[config.mk]
export PLATFORM = sky130hd
export DESIGN_NAME = sscg_param
export DESIGN_NICKNAME = d
export VERILOG_FILES = /design/src/rtl/sscg_pkg.sv /design/src/rtl/seq_pat_det.sv /design/src/rtl/sscg_param.sv
export SDC_FILE = /design/constraint.sdc
export NUM_CORES = 1
export LEC_CHECK = 0
export CORE_MARGIN = 5
export CORE_UTILIZATION = 33
export CTS_BUF_LIST = sky130_fd_sc_hd__clkbuf_8 sky130_fd_sc_hd__clkbuf_16
export DETAILED_ROUTE_END_ITERATION = 7
export HOLD_SLACK_MARGIN = 0.02
export SKIP_LAST_GASP = 1
export SLEW_MARGIN = 10
export SYNTH_ARGS = -nofsm -noshare
export SYNTH_HDL_FRONTEND = slang
export SYNTH_HIERARCHICAL = 1
export SYNTH_SLANG_ARGS = --single-unit
export TNS_END_PERCENT = 5
[constraint.sdc]
create_clock -name clk -period 4.9 [get_ports clk]
set_input_delay 1.225 -clock clk [delete_from_list [all_inputs] [get_ports clk]]
set_output_delay 1.225 -clock clk [all_outputs]
set_load 0.01 [all_outputs]
[src/rtl/sscg_pkg.sv]
// Shared constants for the sequence serial code generator: step modes, default
// pattern/tap/detector values and the hit-count saturation helper.
package sscg_pkg;

    localparam logic [1:0]  MODE_ROL    = 2'b00;
    localparam logic [1:0]  MODE_ROR    = 2'b01;
    localparam logic [1:0]  MODE_LFSR   = 2'b10;
    localparam logic [1:0]  MODE_HOLD   = 2'b11;

    localparam logic [15:0] DEF_PRESET  = 16'h0D95;
    localparam logic [15:0] DEF_TAPS    = 16'hB400;
    localparam logic [4:0]  DEF_DET_PAT = 5'b10110;
    localparam logic [7:0]  HIT_MAX     = 8'd255;

    function automatic logic [7:0] sat_inc(input logic [7:0] v);
        logic [7:0] r;
        r = (v == HIT_MAX) ? v : v + 8'd1;
        return r;
    endfunction

endpackage

[src/rtl/seq_pat_det.sv]
// Serial pattern detector: shifts the emitted bit into a history window and
// pulses det_hit (with a saturating count) when a full window equals DET_PAT.
module seq_pat_det
    import sscg_pkg::*;
#(
    parameter int               DET_W   = 5,
    parameter logic [DET_W-1:0] DET_PAT = DEF_DET_PAT
) (
    input  logic       clk,
    input  logic       rst_n,
    input  logic       shift_en,
    input  logic       bit_in,
    input  logic       clr,
    output logic       det_hit,
    output logic [7:0] hit_cnt
);

    localparam int               FILL_W    = $clog2(DET_W + 1);
    localparam logic [FILL_W-1:0] FILL_FULL = FILL_W'(DET_W);

    logic [DET_W-1:0]  r_hist;
    logic [FILL_W-1:0] r_fill;
    logic              r_det_hit;
    logic [7:0]        r_hit_cnt;

    logic [DET_W-1:0]  w_hist_nxt;
    logic [FILL_W-1:0] w_fill_nxt;
    logic              w_match;

    // The match is judged on the window including the bit being shifted in now.
    assign w_hist_nxt = {r_hist[DET_W-2:0], bit_in};
    assign w_fill_nxt = (r_fill == FILL_FULL) ? FILL_FULL : r_fill + 1'b1;
    assign w_match    = (w_hist_nxt == DET_PAT) && (w_fill_nxt == FILL_FULL);

    always_ff @(posedge clk or negedge rst_n) begin
        if (!rst_n) begin
            r_hist    <= '0;
            r_fill    <= '0;
            r_det_hit <= 1'b0;
            r_hit_cnt <= '0;
        end else if (clr) begin
            r_hist    <= '0;
            r_fill    <= '0;
            r_det_hit <= 1'b0;
            r_hit_cnt <= '0;
        end else begin
            r_det_hit <= shift_en && w_match;
            if (shift_en) begin
                r_hist <= w_hist_nxt;
                r_fill <= w_fill_nxt;
                if (w_match)
                    r_hit_cnt <= sat_inc(r_hit_cnt);
            end
        end
    end

    assign det_hit = r_det_hit;
    assign hit_cnt = r_hit_cnt;

endmodule

[src/rtl/sscg_param.sv]
// Sequence serial code generator: prescaled pattern register that rotates or
// runs as a Fibonacci LFSR, with serial output, LED view and pattern detector.
module sscg_param
    import sscg_pkg::*;
#(
    parameter int               W       = 16,
    parameter logic [W-1:0]     PRESET  = DEF_PRESET,
    parameter logic [W-1:0]     TAPS    = DEF_TAPS,
    parameter int               DIV     = 1,
    parameter int               DET_W   = 5,
    parameter logic [DET_W-1:0] DET_PAT = DEF_DET_PAT,
    parameter int               LED_W   = 5
) (
    input  logic             clk,
    input  logic             rst_n,
    input  logic             en,
    input  logic             load,
    input  logic             load_sel,
    input  logic [W-1:0]     pat_in,
    input  logic [1:0]       mode,
    output logic [W-1:0]     seq,
    output logic             ser_out,
    output logic             step,
    output logic             det_hit,
    output logic [7:0]       hit_cnt,
    output logic [LED_W-1:0] led
);

    localparam int              CNT_W    = (DIV > 1) ? $clog2(DIV) : 1;
    localparam logic [CNT_W-1:0] CNT_LAST = CNT_W'(DIV - 1);

    logic [CNT_W-1:0] r_cnt;
    logic [W-1:0]     r_seq;
    logic             r_step;

    logic             w_tick;
    logic             w_shift;
    logic             w_ser;

    function automatic logic [W-1:0] next_seq(input logic [W-1:0] s, input logic [1:0] m);
        logic [W-1:0] r;
        r = s;
        case (m)
            MODE_ROL:  r = {s[W-2:0], s[W-1]};
            MODE_ROR:  r = {s[0], s[W-1:1]};
            // An all-zero register would lock the LFSR forever; kick it to 1.
            MODE_LFSR: r = (s == '0) ? W'(1) : {s[W-2:0], ^(s & TAPS)};
            default:   r = s;
        endcase
        return r;
    endfunction

    assign w_tick  = en && (r_cnt == CNT_LAST);
    assign w_shift = w_tick && !load && (mode != MODE_HOLD);
    assign w_ser   = (mode == MODE_ROR) ? r_seq[0] : r_seq[W-1];

    always_ff @(posedge clk or negedge rst_n) begin
        if (!rst_n) begin
            r_cnt  <= '0;
            r_seq  <= '0;
            r_step <= 1'b0;
        end else if (load) begin
            r_cnt  <= '0;
            r_seq  <= load_sel ? pat_in : PRESET;
            r_step <= 1'b0;
        end else begin
            if (en)
                r_cnt <= (r_cnt == CNT_LAST) ? '0 : r_cnt + 1'b1;
            r_step <= w_shift;
            if (w_shift)
                r_seq <= next_seq(r_seq, mode);
        end
    end

    // The detector sees the pre-shift emitted bit on every real step.
    seq_pat_det #(
        .DET_W   (DET_W),
        .DET_PAT (DET_PAT)
    ) u_det (
        .clk      (clk),
        .rst_n    (rst_n),
        .shift_en (w_shift),
        .bit_in   (w_ser),
        .clr      (load),
        .det_hit  (det_hit),
        .hit_cnt  (hit_cnt)
    );

    assign seq     = r_seq;
    assign ser_out = w_ser;
    assign step    = r_step;
    assign led     = r_seq[LED_W-1:0];

endmodule

==> results.sh <==
export IMPL_drtIter0Drc=77
export IMPL_synth_area_um2=1940
export IMPL_die_y_um=86.6
export IMPL_clock_sinks=33
export IMPL_dr_pass1_iters=6
export IMPL_p_clk_frac=0.298
export IMPL_finalNetCount=279
export IMPL_dr_total_vias=1726
export IMPL_fmax_mhz=241
export IMPL_hold_depth=2
export IMPL_end_kind="output port"
export IMPL_worstPathMaxFanout=7
export IMPL_report_final_slew_viol_count=0
export IMPL_slew_headroom=0.462
export IMPL_area_delta_synth_final_pct=32.8
export IMPL_synth_area_leader_cell="dfrtp_1"
export IMPL_cts_buffer_depth=2
export IMPL_cts_tree="built"
export IMPL_routabilityCongestion=0.770
export IMPL_nFillCells=571
export IMPL_cts_root_buf="clkbuf_8"
export IMPL_skew_ns=0.00700
export IMPL_ir_drop_mv=0.137
export IMPL_tightest_slew_ns=0.806
export IMPL_rsz0062_at_grt="false"
export IMPL_synth_seq_cells=33
export IMPL_synth_distinct_cells=45
export IMPL_hold_start="u_det/r_hist[3]"
export IMPL_grt_max_degree=34
export IMPL_r2r_slack_ns=2.91
export IMPL_period_share=0.848
export IMPL_fin_tns_setup_ns=0
export IMPL_coreArea_um2=5610
export IMPL_clk_latency_ns=0.29
export IMPL_grt_overflow=0
export IMPL_ff2ff_path_depth=5
export IMPL_yosys_warnings=6
export IMPL_die_area_um2=7500
export IMPL_arrival_ns=2.93
export IMPL_synth_area_per_cell_um2=9.68
export IMPL_hold_class="register to register"
export IMPL_status="finished, final reports clean"
export IMPL_p_sw_w=0.000213
export IMPL_yosysSeqAreaShare=0.427
export IMPL_grt_pass1_wl_um=8470
export IMPL_combPwrFrac=0.241
export IMPL_grt_pass1_vias=1682
export IMPL_timing_rr_end="u_det/hit_cnt[7]"
export IMPL_htree_levels=2
export IMPL_cts_resized=0
export IMPL_die_w_um=86.6
export IMPL_criticalPathCategory="primary input to output port"
export IMPL_start_util=0.345
export IMPL_finalSetupViolations=0
export IMPL_wire_per_inst_um=15.7
export IMPL_drc=0
export IMPL_p_leak_nw=1.03
export IMPL_p_int_w=0.000479
export IMPL_antenna_found_initial=0
export IMPL_syn_inst=200
export IMPL_cts_hold_buffers_added=0
export IMPL_numCtsBuffers=5
export IMPL_powerDensity_nw_per_um2=269
export IMPL_synthArstFlopShare=1.00
export IMPL_dp_hpwl_um=3570
export IMPL_synth_top_area_share=0.427
export IMPL_synthFlopType="dfrtp_1"
export IMPL_ant_nets=0
export IMPL_antenna_cells=0
export IMPL_drive_above_1_share=0.0837
export IMPL_pwr_share_seq=0.461
export IMPL_ios=55
export IMPL_synth_edf_count=0
export IMPL_fin_ws_ns=0.745
export IMPL_clk_pin_slew_worst_paths_ns=0.07
export IMPL_grtUsageTotal=0.143
export IMPL_period_needed_ns=4.16
export IMPL_r2r_start="seq[0]"
export IMPL_hold_violations=0
export IMPL_min_to="u_det/r_hist[3]"
export IMPL_critPathLaunchType="primary input"
export IMPL_cap_violations=0
export IMPL_syn_num_nets=229
export IMPL_swShare=0.308
export IMPL_place_ws_ns=0.730
export IMPL_synth_area_leaders="dfrtp_1 (43%), nand2_1 (4.7%), o221ai_1 (4.1%)"
export IMPL_crit_required_ns=3.67
export IMPL_post_cts_buffers=0
export IMPL_rows=27
export IMPL_via_per_inst=5.34
export IMPL_io_buffers=54
export IMPL_wl_um=5070
[layout by cell type (no fill, tap or decap), types with 5 or more instances in the layout]
cell,Yosys,layout
a21oi_1,7,7
a22oi_1,9,9
clkbuf_8,0,5
clkdlybuf4s50_1,0,54
dfrtp_1,33,33
ha_1,6,6
inv_1,14,14
mux2i_1,6,6
nand2_1,24,24
nand3_1,5,5
nor2_1,16,16
o21ai_0,9,9
o221ai_1,9,9
o22ai_1,6,6
[power by group through the flow]
stage	Clock [W]	Sequential, W	Combinational (W)
floorplan	0	0.000324	0.0000838
global placement	0	0.000324	0.000168
detailed placement	0	0.000324	0.000169
CTS	0.000211	0.000319	0.000170
global route	0.000229	0.000323	0.000183
finish	0.000206	0.000319	0.000167
[routing by layer]
metal  up-vias  track usage  routed length [µm]
met5         -            0                   0
met1       831        0.188                2290
met4         0       0.0297                  38
li1        829            -                   -
met2        62        0.223                2330
met3         4       0.0589                 406
[metrics by stage]
step | instances | total power, W | hold slack, ns | util | cell area, µm²
after global routing | 323 | 0.000735 | 0.575 | 0.459 | 2570
after floorplan | 200 | 0.000408 | 0.479 | - | 1940
after detailed placement | 315 | 0.000493 | 0.508 | 0.443 | 2480
final | 323 | 0.000692 | 0.527 | 0.459 | 2570
after CTS | 323 | 0.000700 | 0.525 | 0.459 | 2570
after global placement | 315 | 0.000492 | 0.504 | 0.443 | 2480
[cells by family (layout without fill, tap and decap cells)]
logic type               Yosys count  in the layout  synth area share
adder cells (fa/ha/maj)            6              6            0.0388
AO/OA/AOI/OAI                     54             54             0.212
XOR/XNOR                           5              5            0.0226
buffers and inverters             28             79            0.0808
flip-flops                        33             33             0.427
multiplexers                       7              7            0.0368
AND/OR/NAND/NOR                   67             67             0.182
[cell type report]
type                            instances  area (µm²)  area share
Multi-Input combinational cell        139         953       0.371
Sequential cell                        33         826       0.321
Timing Repair Buffer                   57         563       0.219
Tap cell                               72        90.1      0.0350
Clock buffer                            5        68.8      0.0268
Inverter                               14        52.6      0.0204
Clock inverter                          3        17.5     0.00681
[worst max-delay path, cell delays in order]
cell and delay [ns]:
clkdlybuf4s50_1 0.44, inv_1 0.09, ha_1 0.28, mux2_2 0.39, clkdlybuf4s50_1 0.50
[flip-flops by register name, indices dropped and copies added (netlist names)]
signal / count
u_det/r_hist: 4
u_det/hit_cnt: 8
seq: 16
u_det/r_fill: 3
step: 1
u_det/det_hit: 1
[how the worst max path moves through the flow]
| stage | to | slack [ns] | depth (start not counted) | startpoint |
|---|---|---|---|---|
| floorplan | ser_out | 1.76 | 3 | mode[1] |
| global placement | ser_out | 0.74 | 5 | mode[1] |
| detailed placement | ser_out | 0.73 | 5 | mode[1] |
| CTS | ser_out | 0.72 | 5 | mode[1] |
| global route | ser_out | 0.64 | 5 | mode[1] |
| finish | ser_out | 0.74 | 5 | mode[1] |
[synth_stat cells, types with 3 or more instances]
cell type  number
o21ai_0         9
o2bb2ai_1       4
o22ai_1         6
nand3_1         5
a21oi_1         7
nand2_1        24
dfrtp_1        33
buf_6           4
buf_4           5
inv_1          14
nor2_1         16
a22oi_1         9
mux2i_1         6
ha_1            6
xor2_1          4
o221ai_1        9
nor3_1          3
(Power assumes the default switching activity.)
